==> config.mk <==
export PLATFORM = sky130hd
export DESIGN_NAME = vga_plot_arbiter
export DESIGN_NICKNAME = d
export VERILOG_FILES = /design/src/rtl/vga_plot_arbiter.sv
export SDC_FILE = /design/constraint.sdc
export NUM_CORES = 1
export LEC_CHECK = 0
export ABC_AREA = 1
export CORE_ASPECT_RATIO = 0.7
export CORE_MARGIN = 3
export CORE_UTILIZATION = 31
export CTS_BUF_LIST = sky130_fd_sc_hd__clkbuf_2
export CTS_CLUSTER_DIAMETER = 60
export DETAILED_ROUTE_END_ITERATION = 8
export PLACE_DENSITY = 0.78
export SYNTH_ARGS = -nofsm -noshare
export SYNTH_HDL_FRONTEND = slang
export SYNTH_SLANG_ARGS = --single-unit
==> constraint.sdc <==
create_clock -name clock -period 1.2 [get_ports clock]
set_clock_uncertainty 0.1 [all_clocks]
set_input_delay 0.12 -clock clock [delete_from_list [all_inputs] [get_ports clock]]
set_output_delay 0.12 -clock clock [all_outputs]
set_load 0.005 [all_outputs]
==> src/rtl/vga_plot_arbiter.sv <==
// rtl/vga_plot_arbiter.sv - pixel-write arbiter: CPU/debug round-robin plus optional clear engine
// Build option: define FLOW_VGA_CLEAR_EN to include the full-screen clear engine.
module vga_plot_arbiter (
    input  logic        clock,
    input  logic        resetn,
    input  logic        cpu_plot,
    input  logic [7:0]  cpu_x,
    input  logic [6:0]  cpu_y,
    input  logic [14:0] cpu_color,
    output logic        cpu_ack,
    input  logic        dbg_plot,
    input  logic [7:0]  dbg_x,
    input  logic [6:0]  dbg_y,
    input  logic [14:0] dbg_color,
    output logic        dbg_ack,
    input  logic        clear_start,
    input  logic [14:0] clear_color,
    output logic        clear_busy,
    output logic        clear_done,
    output logic        oob_err,
    output logic [7:0]  vga_x,
    output logic [6:0]  vga_y,
    output logic [14:0] vga_color,
    output logic        vga_plot
);
    localparam logic [7:0] X_MAX = 8'd160;
    localparam logic [6:0] Y_MAX = 7'd120;

    logic        last_q;        // 1: debug port was granted most recently
    logic [7:0]  vga_x_q;
    logic [6:0]  vga_y_q;
    logic [14:0] vga_color_q;
    logic        vga_plot_q;
    logic        oob_err_q;
    logic        clear_done_q;

    logic        idle;
    logic        grant_cpu;
    logic        grant_dbg;
    logic [7:0]  sel_x;
    logic [6:0]  sel_y;
    logic [14:0] sel_color;
    logic        in_bounds;

`ifdef FLOW_VGA_CLEAR_EN
    typedef enum logic {S_IDLE, S_CLEAR} state_t;
    state_t      state_q;
    logic [7:0]  scan_x_q;
    logic [6:0]  scan_y_q;
    logic [14:0] fill_color_q;

    assign idle       = resetn && (state_q == S_IDLE);
    assign clear_busy = (state_q == S_CLEAR);
`else
    logic unused_clear;
    assign unused_clear = ^{clear_start, clear_color};
    assign idle         = resetn;
    assign clear_busy   = 1'b0;
`endif

    always_comb begin
        grant_cpu = idle && cpu_plot && (!dbg_plot || last_q);
        grant_dbg = idle && dbg_plot && (!cpu_plot || !last_q);
        sel_x     = grant_cpu ? cpu_x     : dbg_x;
        sel_y     = grant_cpu ? cpu_y     : dbg_y;
        sel_color = grant_cpu ? cpu_color : dbg_color;
        in_bounds = (sel_x < X_MAX) && (sel_y < Y_MAX);
    end

    always_ff @(posedge clock) begin
        if (!resetn) begin
            last_q       <= 1'b1;
            vga_x_q      <= '0;
            vga_y_q      <= '0;
            vga_color_q  <= '0;
            vga_plot_q   <= 1'b0;
            oob_err_q    <= 1'b0;
            clear_done_q <= 1'b0;
`ifdef FLOW_VGA_CLEAR_EN
            state_q      <= S_IDLE;
            scan_x_q     <= '0;
            scan_y_q     <= '0;
            fill_color_q <= '0;
`endif
        end else begin
            vga_plot_q   <= 1'b0;
            oob_err_q    <= 1'b0;
            clear_done_q <= 1'b0;
            // Out-of-bounds requests are still consumed so the requester never hangs.
            if (grant_cpu || grant_dbg) begin
                last_q      <= grant_dbg;
                vga_x_q     <= sel_x;
                vga_y_q     <= sel_y;
                vga_color_q <= sel_color;
                vga_plot_q  <= in_bounds;
                oob_err_q   <= !in_bounds;
            end
`ifdef FLOW_VGA_CLEAR_EN
            case (state_q)
                S_IDLE: begin
                    if (clear_start) begin
                        state_q      <= S_CLEAR;
                        fill_color_q <= clear_color;
                        scan_x_q     <= '0;
                        scan_y_q     <= '0;
                    end
                end
                S_CLEAR: begin
                    vga_x_q     <= scan_x_q;
                    vga_y_q     <= scan_y_q;
                    vga_color_q <= fill_color_q;
                    vga_plot_q  <= 1'b1;
                    if (scan_x_q == X_MAX - 8'd1) begin
                        scan_x_q <= '0;
                        if (scan_y_q == Y_MAX - 7'd1) begin
                            state_q      <= S_IDLE;
                            clear_done_q <= 1'b1;
                        end else begin
                            scan_y_q <= scan_y_q + 7'd1;
                        end
                    end else begin
                        scan_x_q <= scan_x_q + 8'd1;
                    end
                end
                default: state_q <= S_IDLE;
            endcase
`endif
        end
    end

    assign cpu_ack    = grant_cpu;
    assign dbg_ack    = grant_dbg;
    assign vga_x      = vga_x_q;
    assign vga_y      = vga_y_q;
    assign vga_color  = vga_color_q;
    assign vga_plot   = vga_plot_q;
    assign oob_err    = oob_err_q;
    assign clear_done = clear_done_q;
endmodule

; ---- Word-level counts from Yosys, hierarchy flattened
; Index checks and enable logic that the tools add are counted.
[classes]
bitwise_logic = 0
n_shift = 0
n_lt_le_gt_ge = 2
mul = 0
add_sub_neg = 0
n_div = 0
reduce_logical = 13
n_mux = 3
eq_ne = 0
[ops]
columns = op, n
row1 = $mux W15, 1
row2 = $lt A8 B8 Y1 const B, 1
row3 = $mux W8, 1
row4 = $lt A7 B7 Y1 const B, 1
row5 = $mux W7, 1
row6 = $logic_and A1 B1 Y1, 5
row7 = $logic_not A1 Y1, 4
row8 = $logic_or A1 B1 Y1, 3
row9 = $reduce_and A2 Y1, 1
[totals]
elab_cells = 24
latchBits = 0
output_inout_bits = 36
mem_bits_ro = 0
ff_bits = 33
ram_bits = 0
memories = 0

; ---- Logic depth before layout (Yosys ltp)
[logic_depth]
word_depth = 7
ltp_mapped = 11
depth_no_buf = 9

; ---- Worst setup path before layout
; Ideal clock, no wire load.
[synth_timing]
kind = reg2reg
start = register last_q
end = register vga_color_q[0] (netlist: vga_color[0])
setup_slack_ns = -0.066
setup_ns = 0.128
t_arrival_ns = 1.038
stages_incl_launch_ff = 8
synth_period_minus_slack_ns = 1.266
cell_sequence = dfxtp_1 inv_1 nand2_2 nand2_4 buf_6 buf_4 o221ai_1 a21oi_1
[synth_between]
elab_chain_len = 4
[synth_lines]
columns = item, line_no
row1 = start: declaration, 29  ; logic last_q;
row2 = start signal: assignment, 91  ; last_q <= grant_dbg;
row3 = $logic_not A1 Y1, 63  ; grant_dbg = idle && dbg_plot && (!cpu_plot || !last_q);
row4 = $logic_or A1 B1 Y1, 63
row5 = $logic_and A1 B1 Y1, 63
row6 = $logic_or A1 B1 Y1, 90  ; if (grant_cpu || grant_dbg) begin
row7 = end signal: assignment, 94  ; vga_color_q <= sel_color;
row8 = end: declaration, 32  ; logic [14:0] vga_color_q;
; Parallel ways exist; a longest one is shown, timed or not.
; A chain may end at the register's enable or synchronous reset.

; ---- Final worst setup path
[layout_timing]
start = register last_q
end = register vga_plot_q (netlist: vga_plot)
[layout_between]
elab_chain_len = 5
[layout_lines]
columns = item, line_no
row1 = $logic_or A1 B1 Y1 or $logic_not A1 Y1 (tied branches), "62, 63"
row2 = $logic_and A1 B1 Y1 or $logic_or A1 B1 Y1 (tied branches), "62, 63"
row3 = "$mux W8, or another cell as far along", 64  ; sel_x = grant_cpu ? cpu_x : dbg_x;
row4 = "$lt A8 B8 Y1, or another cell as far along", 67  ; in_bounds = (sel_x < X_MAX) && (sel_y < Y_MAX);
row5 = $logic_and A1 B1 Y1 or $reduce_and A2 Y1 (tied branches), -
row6 = end signal: assignment, 95  ; vga_plot_q <= in_bounds;
row7 = end: declaration, 33  ; logic vga_plot_q;
; Parallel ways exist; a longest one is shown, timed or not.

==> out/results.ini <==
[run_status]
outcome = finished with violations
violations = negative setup slack

[global_route]
gr-usage-all-layers_pct = 17.0
grt_pass1_vias = 1646
grt_pass1_wl_mm = 7.42
grt_max_degree = 24
grt_overflow = 0
antenna_found_initial = 0

[sta]
setup_ws_ns = -0.230
drv_slew = 0
setup-violations-final = 34
period_needed_ns = 1.43
rsz0062_at_grt = yes
fmax_ghz = 0.699
finalSetupTns_ns = -4.26
period_share_pct = 119
hold_violations = 0
finalHoldWorstSlack_ns = 0.145

[worst_setup_path]
arrival_ns = 1.63
end_kind = flop
critPathKind = flop to flop
worstSetupStartpointType = flop
critPathMaxFanout = 5
required_ns = 1.40

[clock_network]
path_clk_slew_ns = 0.17
clock-sinks = 33
clock_path_buffers = 2
cts_tree = yes
cts_root_buf = clkbuf_2
htree_levels = 2
clk_latency_ns = 0.37
numCtsBuffers = 5

[placed_design]
dpl.hpwl_mm = 3.60
gp_congestion = 0.708
placed_area_um2 = 2620
portBuffers = 97

[logic_synthesis]
synth_top_flop_cell = dfxtp_1
synth_edf_count = 0
yosysSeqAreaShare_pct = 44.1
netlist_instances = 185
yosysTopAreaCellShare_pct = 44.1
ys_warn_count = 0
yosys.cell_count.top_type = inv_1
syn_area_um2 = 1500
synthArstFlopShare_pct = 0
synth.ff_latch_count = 33
synthDistinctLibCells = 20
synthTopCellsByCount = inv_1, dfxtp_1, nand2_1, a21oi_1, o221ai_1
avgSynthCellArea_um2 = 8.10
synth_area_leaders = dfxtp_1, o221ai_1, inv_1
yosysTopAreaCell = dfxtp_1

[detailed_routing]
vias = 1696
drtIter0Drc = 21
wl_met3_um = 518
totalWireLength_mm = 4.88
viasPerCell = 4.71
routedWlPerCell_um = 13.6
remaining_drc_errors = 0
met1Wirelength_mm = 1.92
dr.max_layer_used = met4
dr.pass1.iters = 4
met2WireLength_mm = 2.39
ant_nets = 0

[power]
p_leak_nw = 1.33
power_density_nw_per_um2 = 930
peakVddDrop_v = 0.000556

[final_layout]
nets = 384
diodes = 0
design_area_um2 = 2730
drive_gt1_share_pct = 43.0
multi_input_area_um2 = 707
nFillCells = 429
syn2layout_area_growth_pct = 82.1
regArea_um2 = 701

[die]
initial_core_util_pct = 33.3
die_area_um2 = 5720
pin_count = 116
die_x_um = 89.1
rows = 20
dieHeight_um = 64.2
coreArea_um2 = 4500

[worst_hold_path]
hp-class = primary input to flop

[run]
drv_cap = 0

metrics by stage:
| stage | total power, mW | cells | worst slack, ns | utilization [%] |
|---|---|---|---|---|
| floorplan | 1.54 | 186 | -0.00979 | - |
| global placement | 2.03 | 344 | -0.559 | 58.2 |
| detailed placement | 2.04 | 344 | -0.573 | 58.2 |
| CTS | 2.56 | 355 | -0.214 | 61.8 |
| global route | 2.70 | 360 | -0.280 | 60.6 |
| finish | 2.54 | 360 | -0.230 | 60.6 |
layout make-up:
| class | instances | share of cell area [%] |
|---|---|---|
| multi-input cells | 98 | 25.9 |
| inverters | 41 | 5.73 |
| clock inverters | 3 | 0.459 |
| clock buffers | 5 | 0.917 |
| flip-flops and latches | 33 | 25.7 |
| well taps | 55 | 2.52 |
| repair buffers | 125 | 38.8 |
path summary, 6_finish.rpt:
kind                              start                    end  slack (ns)  cells past startpoint
hold / removal                 dbg_x[0]  vga_x[0]$_SDFFE_PN0P_        0.15                      3
hold reg to reg   vga_y[4]$_SDFFE_PN0P_  vga_y[4]$_SDFFE_PN0P_        0.41                      2
setup / recovery    last_q$_SDFFE_PN1P_    vga_plot$_SDFF_PN0_       -0.23                     11
setup reg to reg    last_q$_SDFFE_PN1P_    vga_plot$_SDFF_PN0_       -0.23                     11
state kept, by name, summed over array words and instances, names as in the netlist:
name       count
last_q         1
vga_plot       1
vga_x          8
oob_err        1
vga_y          7
vga_color     15
routing by layer:
metal  track usage (%)  vias to the layer above
met5                 0                        -
met4              6.69                        0
met2              27.8                       67
li1                  -                      860
met3              7.60                        6
met1              19.0                      763
cell families (layout without fill, tap and decap cells):
family | count (synthesis) | in the layout | share of synthesized area (%)
AOI/OAI and AO/OA | 57 | 57 | 26.6
buffers and inverters | 55 | 174 | 16.4
DFF | 33 | 33 | 44.1
other | 1 | 2 | 0.250
and+or+nand+nor | 39 | 39 | 12.6
where the power goes:
| part | internal (mW) | switching (mW) | leakage, nW |
|---|---|---|---|
| clock network | 0.127 | 0.374 | 0.0278 |
| registers | 1.22 | 0.0510 | 0.283 |
| logic | 0.452 | 0.319 | 1.01 |
placed cells by master, fill, tap and decap left out, types with 2 or more instances in the layout:
cell type and count:
buf_6 9, nand2_2 10, conb_1 2, clkinv_1 2, o221ai_2 9, buf_2 6
nand2_4 5, o221ai_1 14, o211ai_1 7, a21oi_1 23, clkbuf_2 32, nor2_1 2
buf_4 19, clkdlybuf4s50_1 62, inv_2 2, nand3b_1 5, dfxtp_2 32, nand2_1 15
inv_1 38
timing repair:
item,4_1_cts,5_1_grt
pin swaps,11,7
endpoints found under the setup margin,63,64
gates resized for setup,127,48
endpoints found under the hold margin,0,0
buffers inserted,3,5
hold buffers,0,0
worst max-delay path: stages, from the launching register on:
cell and delay (ns):
dfxtp_2 0.39, inv_2 0.06, nand2_4 0.08, nand2_4 0.06, buf_6 0.12, buf_6 0.12
nand2_2 0.05, nand2_2 0.05, nor2_1 0.12, nand2_2 0.09, nand2_1 0.06, nor2_1 0.04
Note: power is estimated with default switching activity, not from simulation.
